**src/rtl/a2d_scan.sv**
```systemverilog
`default_nettype none
// ============================================================================
//  Module      : a2d_scan
//  Description : SPI master that scans a list of ADC128S channels and holds
//                the latest 12-bit result and a valid flag per channel slot.
//  Revision    : 1.0 - initial release
// ============================================================================
module a2d_scan #(
    parameter int                  NUM_CH   = 3,
    parameter logic [NUM_CH*3-1:0] CH_LIST  = {3'd5, 3'd4, 3'd0},
    parameter int                  SCLK_DIV = 32
) (
    input  logic                 clk,
    input  logic                 rst_n,
    input  logic                 strt_scan,
    input  logic                 cont_en,
    output logic                 SS_n,
    output logic                 SCLK,
    output logic                 MOSI,
    input  logic                 MISO,
    output logic [NUM_CH*12-1:0] res,
    output logic [NUM_CH-1:0]    vld,
    output logic                 busy,
    output logic                 scan_done
);

    localparam int            c_cw       = $clog2(SCLK_DIV);
    localparam int            c_iw       = (NUM_CH > 1) ? $clog2(NUM_CH) : 1;
    localparam logic [c_cw-1:0] c_cnt_max = '1;
    localparam logic [c_cw-1:0] c_half_m1 = c_cw'(SCLK_DIV / 2 - 1);
    localparam logic [c_iw-1:0] c_last_idx = c_iw'(NUM_CH - 1);

    typedef enum logic [2:0] {
        S_IDLE = 3'd0,
        S_TX1  = 3'd1,
        S_GAP1 = 3'd2,
        S_TX2  = 3'd3,
        S_GAP2 = 3'd4
    } state_t;

    state_t          r_state;
    logic [c_cw-1:0] r_cnt;
    logic [3:0]      r_bit_cnt;
    logic [c_iw-1:0] r_idx;
    logic [15:0]     r_tx;
    logic [15:0]     r_rx;

    logic            w_gap_end;
    logic            w_launch;
    logic [c_iw-1:0] w_slot;
    logic [15:0]     w_frame;

    function automatic logic [15:0] frame_of(input logic [c_iw-1:0] slot);
        return {2'b00, CH_LIST[3*int'(slot) +: 3], 11'h000};
    endfunction

    // A launch starts a frame on the next edge; w_slot picks whose channel.
    always_comb begin
        w_gap_end = ((r_state == S_GAP1) || (r_state == S_GAP2)) && (r_cnt == c_cnt_max);
        w_launch  = 1'b0;
        w_slot    = r_idx;
        case (r_state)
            S_IDLE: begin
                w_launch = strt_scan;
                w_slot   = '0;
            end
            S_GAP1: w_launch = w_gap_end;
            S_GAP2: begin
                if (r_idx != c_last_idx) begin
                    w_launch = w_gap_end;
                    w_slot   = r_idx + c_iw'(1);
                end else begin
                    w_launch = w_gap_end && cont_en;
                    w_slot   = '0;
                end
            end
            default: w_launch = 1'b0;
        endcase
        w_frame = frame_of(w_slot);
    end

    always_ff @(posedge clk) begin
        if (!rst_n) begin
            r_state   <= S_IDLE;
            r_cnt     <= '0;
            r_bit_cnt <= '0;
            r_idx     <= '0;
            r_tx      <= '0;
            r_rx      <= '0;
            SS_n      <= 1'b1;
            SCLK      <= 1'b1;
            MOSI      <= 1'b0;
            res       <= '0;
            vld       <= '0;
            busy      <= 1'b0;
            scan_done <= 1'b0;
        end else begin
            scan_done <= 1'b0;
            case (r_state)
                S_IDLE: begin
                    if (strt_scan) begin
                        r_state <= S_TX1;
                        busy    <= 1'b1;
                        vld     <= '0;
                        r_idx   <= '0;
                    end
                end
                S_TX1, S_TX2: begin
                    r_cnt <= r_cnt + c_cw'(1);
                    if (r_cnt == c_half_m1) begin
                        SCLK <= 1'b1;
                        r_rx <= {r_rx[14:0], MISO};
                    end else if (r_cnt == c_cnt_max) begin
                        if (r_bit_cnt == 4'd15) begin
                            // Frame ends with SCLK left high; result of TX2 lands here.
                            SS_n <= 1'b1;
                            MOSI <= 1'b0;
                            if (r_state == S_TX2) begin
                                r_state                   <= S_GAP2;
                                res[12*int'(r_idx) +: 12] <= r_rx[11:0];
                                vld[r_idx]                <= 1'b1;
                                scan_done                 <= (r_idx == c_last_idx);
                            end else begin
                                r_state <= S_GAP1;
                            end
                        end else begin
                            SCLK      <= 1'b0;
                            r_bit_cnt <= r_bit_cnt + 4'd1;
                            MOSI      <= r_tx[15];
                            r_tx      <= {r_tx[14:0], 1'b0};
                        end
                    end
                end
                S_GAP1: begin
                    r_cnt <= r_cnt + c_cw'(1);
                    if (w_gap_end) begin
                        r_state <= S_TX2;
                    end
                end
                S_GAP2: begin
                    r_cnt <= r_cnt + c_cw'(1);
                    if (w_gap_end) begin
                        if (r_idx != c_last_idx) begin
                            r_idx   <= r_idx + c_iw'(1);
                            r_state <= S_TX1;
                        end else if (cont_en) begin
                            r_idx   <= '0;
                            r_state <= S_TX1;
                        end else begin
                            r_state <= S_IDLE;
                            busy    <= 1'b0;
                        end
                    end
                end
                default: r_state <= S_IDLE;
            endcase

            if (w_launch) begin
                SS_n      <= 1'b0;
                SCLK      <= 1'b0;
                MOSI      <= w_frame[15];
                r_tx      <= {w_frame[14:0], 1'b0};
                r_cnt     <= '0;
                r_bit_cnt <= '0;
            end
        end
    end

endmodule
`default_nettype wire

```
**config.mk**
```make
export PLATFORM = sky130hd
export DESIGN_NAME = a2d_scan
export DESIGN_NICKNAME = d
export VERILOG_FILES = /design/src/rtl/a2d_scan.sv
export SDC_FILE = /design/constraint.sdc
export NUM_CORES = 1
export LEC_CHECK = 0
export BUFFER_PORTS_ARGS = -buffer_cell sky130_fd_sc_hd__buf_2
export CAP_MARGIN = 25
export CORE_MARGIN = 10
export CORE_UTILIZATION = 45
export DETAILED_ROUTE_END_ITERATION = 12
export GPL_TIMING_DRIVEN = 0
export PLACE_DENSITY = 0.68
export SYNTH_ARGS = -nofsm -noshare
export SYNTH_HDL_FRONTEND = slang
export SYNTH_SLANG_ARGS = --single-unit
```
**constraint.sdc**
```tcl
create_clock -name clk -period 2.1 [get_ports clk]
set_input_delay 0.21 -clock clk [delete_from_list [all_inputs] [get_ports clk]]
set_output_delay 0.21 -clock clk [all_outputs]
set_load 0.01 [all_outputs]
```
# Word level (Yosys, flattened, before mapping)
# Cells that the tools add are included.
classes:
  div: 0
  addsub: 4
  n_eq_ne: 22
  n_mul: 2
  magnitude_cmp: 2
  shift: 3
  reduce_logical: 26
  mux: 49
  bitwise: 7
ops:
  columns: ["cell", "n"]
  rows:
  - ["$mux W15", 5]
  - ["$bwmux W36", 1]
  - ["$mux W3", 12]
  - ["$shift A12 B33 Y36 const A", 1]
  - ["$shiftx A12 B33 Y36", 1]
  - ["$neg A6 Y33", 1]
  - ["$ne A2 B2 Y1 const B", 12]
  - ["$mux W1", 19]
  - ["$reduce_and A4 Y1", 4]
  - ["$pmux W3 S4", 1]
  - ["$reduce_and A6 Y1", 2]
  - ["$mux W2", 5]
  - ["$reduce_and A5 Y1", 2]
  - ["$reduce_bool A2 Y1", 5]
  - ["$shiftx A9 B5 Y3 const A", 1]
  - ["$mul A2 B2 Y4 const A", 2]
  - ["$pmux W2 S2", 2]
  - ["$eq A3 B2 Y1 const B", 2]
  - ["$not A1 Y1", 6]
  - ["$pmux W3 S2", 1]
  - ["$reduce_and A3 Y1", 2]
  - ["$reduce_or A6 Y1", 1]
  - ["$add A5 B1 Y5 const B", 1]
  - ["$eq A5 B4 Y1 const B", 1]
  - ["other kinds (22)", 25]
totals:
  mem_count: 0
  latchBits: 0
  output_inout_bits: 44
  ramBits: 0
  elab_cells: 129
  mem_bits_ro: 0
  ff_bits: 74

# Depth between registers and ports, before layout
logic_depth:
  word_depth: 10
  ltp_mapped: 11

# Least setup slack after synthesis
# OpenSTA, ideal clock, no wires.
synth_path:
  path_type: "register -> register"
  from: "register r_idx[0]"
  to: "register res[28]"
  t_arrival_ns: 2.178
  setup_slack_ns: -0.206
  path_stages_with_launch: 12
  path_buffers: 5
  synth_period_minus_slack_ns: 2.306
  cell_sequence: "dfxtp_1 -> clkbuf_1 -> buf_4 -> buf_2 -> inv_1 -> ha_1 -> buf_2 -> nand2b_1 -> clkbuf_1 -> nor2_1 -> mux2i_1 -> nor2_1"
synth_via:
  elab_chain_len: 4
synth_lines:
  columns: ["item", "line_no", "rtl"]
  rows:
  - ["from (decl)", "44", "logic [c_iw-1:0] r_idx;"]
  - ["from (signal assigned)", "144", "r_idx <= r_idx + c_iw'(1);"]
  - ["$mul A2 B2 Y4 *", "120", "res[12*int'(r_idx) +: 12] <= r_rx[11:0];"]
  - ["$neg A6 Y33 *", "120", null]
  - ["$shiftx A12 B33 Y36 or $shift A12 B33 Y36 (tied branches)", "120", null]
  - ["$bwmux W36 *", "120", null]
  - ["to (signal, indexed assignment)", "120", null]
  - ["to (decl)", "21", "output logic [NUM_CH*12-1:0] res,"]
# Mark *: on every way between the ends. The rest lies on a longest branch, timed or not.
# A chain may end at the register's enable or synchronous reset.

# Final worst setup path
layout_path:
  from: "register r_cnt[0]"
  to: "register r_tx[12]"
layout_via:
  elab_chain_len: 7
layout_lines:
  columns: ["item", "line_no", "rtl"]
  rows:
  - ["from (decl)", "42", "logic [c_cw-1:0] r_cnt;"]
  - ["from (signal assigned)", "109", "r_cnt <= r_cnt + c_cw'(1);"]
  - ["from (signal assigned)", "135", "r_cnt <= r_cnt + c_cw'(1);"]
  - ["from (signal assigned)", "141", "r_cnt <= r_cnt + c_cw'(1);"]
  - ["$eq A5 B5 Y1", "59, 113", null]
  - ["$logic_and A1 B1 Y1", "59", "w_gap_end = ((r_state == S_GAP1) || (r_state == S_GAP2)) && (r_cnt == c_cnt_max);"]
  - ["$logic_and A1 B1 Y1", "73", "w_launch = w_gap_end && cont_en;"]
  - ["$mux W1", "69", "if (r_idx != c_last_idx) begin"]
  - ["$pmux W1 S3", "62", "case (r_state)"]
  - ["$ne A2 B2 Y1 (no source line) or $reduce_bool A2 Y1 (tied branches)", null, null]
  - ["$reduce_and A4 Y1 (no source line)", null, null]
  - ["to (signal assigned)", "130", "r_tx <= {r_tx[14:0], 1'b0};"]
  - ["to (signal assigned)", "162", "r_tx <= {w_frame[14:0], 1'b0};"]
  - ["to (decl)", "45", "logic [15:0] r_tx;"]
# Parallel ways exist; a longest one is shown, timed or not.

==> impl_metrics.py <==
metrics = {
    "timing": {
        "rsz0062_at_grt": "no",
        "slew_headroom": 0.665,
        "fmax_mhz": 505,
        "hold_viol_final": 0,
        "finalCriticalPeriod_ps": 1980,
        "skew_ps": 7.33,
        "slew_violations": 0,
        "hold-worst-slack_ps": 98.2,
        "fin_crit_sh": 0.943,
        "setup_viol": 0,
        "tightestPinTransition_ps": 502,
    },
    "clock_tree": {
        "clk_latency_ps": 350,
        "cts_buffers": 9,
        "root_buffer": "clkbuf_8",
        "cts_tree": "built",
        "cts.sinks": 74,
        "clkTransAtPathRegs_ps": 80,
        "htreeDepth": 3,
        "cts_buffer_depth": 2,
    },
    "setup_path": {
        "crit_path_top_delay_cell": "dfxtp_2",
        "critical_path.endpoint_type": "flop",
        "rr_startpoint": "r_cnt[0]",
        "worstPathMaxFanout": 7,
        "critPathKind": "flop to flop",
        "slowest_delay_ps": 350,
        "crit_path_start": "r_cnt[0]",
        "worstPathRequired_ps": 2350,
        "start_kind": "flop",
        "crit_arrival_ps": 2230,
        "worstPathCellList": "ha_4 > and3_4 > ha_1 > and4bb_1 > clkbuf_4 > nand2_2 > and4_1 > o21a_1",
    },
    "global_route": {
        "antenna_found_initial": 0,
        "grt_overflow": 0,
        "grt_max_degree": 13,
        "grt_first_pass_wirelength_um": 14500,
        "gr-usage-all-layers": 0.153,
        "grt_pass1_vias": 2974,
    },
    "power": {
        "p_comb_frac": 0.037,
        "p_int_mw": 2.18,
        "p_clk_frac": 0.451,
        "power.switching_uw": 596,
        "p_per_area_nw_per_um2": 647,
        "sw_frac_of_total": 0.215,
        "p_total_mw": 2.77,
        "vdd_drop_max_mv": 0.313,
        "p_leak_nw": 1.67,
        "seqPwrFrac": 0.513,
    },
    "finish": {
        "post-route-util": 0.588,
        "syn2layout_area_growth_pct": 25.7,
        "multiInputGateArea_um2": 1850,
        "mostFrequentLayoutCell": "dfxtp_1",
        "most-common-layout-cells": "dfxtp_1 (71), buf_2 (52), nand2_1 (45), a21oi_1 (44), nor2_1 (31)",
        "fin_nets": 474,
        "fin_area_um2": 4290,
        "fill_cells": 690,
        "seq_area_um2": 1490,
        "drive_gt1_frac": 0.258,
        "antenna-diode-count": 0,
    },
    "placement": {
        "hpwl_um": 6190,
        "port_buffers": 48,
        "placed_cell_area_um2": 3790,
        "place.gp.congestion": 0.813,
    },
    "logic_synthesis": {
        "seq_area_frac_synth": 0.434,
        "synth_edf_count": 0,
        "netlist_area_um2": 3410,
        "yosys_warnings": 0,
        "synth_ff_type": "dfxtp_1",
        "syn_inst": 384,
        "syn_area_per_cell_um2": 8.88,
        "synth_cell_types": 44,
        "async_flop_share": 0,
        "ys_seq_elements": 74,
        "synth_nets": 400,
    },
    "drt": {
        "wl_per_cell_um": 15.4,
        "via_per_inst": 5.37,
        "vias": 3014,
        "drtAntennaViolNets": 0,
        "dr.pass1.iters": 5,
        "drc": 0,
        "drtIter0Drc": 102,
        "drt_wl_total_um": 8650,
    },
    "outcome": {
        "status": "complete, no violations",
    },
    "floorplanning": {
        "die_w_um": 107,
        "core_area_um2": 7290,
        "initial_core_util": 0.468,
        "die_area_um2": 11500,
        "ioPinCount": 49,
        "fp.dieH_um": 107,
        "placementRows": 31,
    },
    "run": {
        "cap_violations": 0,
    },
    "hold_path": {
        "hold_start": "MISO",
        "hp-class": "input pin to flop",
    },
}
## power by group through the flow
stage	logic, mW	clock network (mW)	registers (mW)
after global placement	0.0938	0	1.45
after CTS	0.0983	1.27	1.42
after floorplan	0.0645	0	1.45
after global routing	0.114	1.32	1.42
final	0.102	1.25	1.42
after detailed placement	0.0952	0	1.45
## sequential cells by signal, summed over array words and instances, names as in the netlist, 2 cells and up
register   flops
vld            3
r_rx          12
res           36
r_idx          2
r_cnt          5
r_state        3
r_tx           4
r_bit_cnt      4
## synthesized netlist by cell type (2+ instances only)
library cell	instances	area [µm²]
a211oi_1	2	15.0
a21oi_1	44	220
a22o_1	14	123
a31oi_1	4	25.0
a32o_1	4	40.0
and2_1	4	25.0
and3_1	5	31.3
and4_1	4	35.0
buf_2	13	65.1
buf_4	2	15.0
buf_6	2	22.5
clkbuf_1	10	37.5
dfxtp_1	74	1480
ha_1	11	138
inv_1	4	15.0
mux2i_1	30	300
nand2_1	46	173
nand2b_1	8	50.1
nand3_1	29	145
nor2_1	32	120
nor2b_1	4	25.0
nor3_1	5	25.0
o21a_1	2	15.0
o21ai_0	5	25.0
o21ai_1	2	10.0
xnor2_1	3	26.3
xor2_1	4	35.0
## cell families after synthesis
| family | count (synthesis) | share of synthesized area |
|---|---|---|
| compound gates | 83 | 0.154 |
| xor+xnor | 7 | 0.0180 |
| fa+ha+maj | 11 | 0.0404 |
| buf+inv | 32 | 0.0466 |
| flops | 74 | 0.434 |
| mux | 30 | 0.0881 |
| simple gates | 147 | 0.218 |
## stage by stage
stage	TNS (ps)	setup slack (ps)	std cells
after detailed placement	-11740	-341	531
after global placement	-9090	-278	531
after global routing	0	7.91	561
after CTS	0	1.92	557
final	0	120	561
after floorplan	0	38.1	384
## routing by layer
metal | routed length (µm) | global-route usage | part of all wire | vias up
met1 | 3960 | 0.189 | 0.46 | 1427
met4 | 121 | 0.0716 | 0.014 | 0
met5 | 0 | 0 | 0 | -
met3 | 462 | 0.0299 | 0.053 | 12
li1 | - | - | - | 1504
met2 | 4110 | 0.251 | 0.48 | 71
## worst max-delay path, delay by kind of cell, from the launching register on
kind / cells / cell delay [ps]
AND/OR/NAND/NOR: 4 / 800
adder cells (fa/ha/maj): 2 / 390
flip-flops: 1 / 350
buffers and inverters: 1 / 180
AO/OA/AOI/OAI: 1 / 160
## final timing paths
kind                                 end  cells past startpoint  slack, ps
worst max-delay path            r_tx[12]                      8        120
worst min-delay path             r_rx[0]                      3        100
worst max register to register  r_tx[12]                      8        120
worst min register to register    res[6]                      2        450
## area by class of cell
type,count,area share
buffer,26,0.0464
clock buffer,11,0.0353
clock inverter,4,0.0175
inverter,5,0.00526
multi-input combinational,278,0.432
sequential,74,0.347
tap,99,0.0289
timing repair buffer,64,0.0882
## what timing repair did
item,4_1_cts,5_1_grt
pin swaps,2,2
buffers inserted,10,4
gates cloned,1,1
resized for setup,23,19
endpoints found under the setup margin,54,46
hold buffers,0,0
No activity file was read; power rests on OpenSTA's default activity.
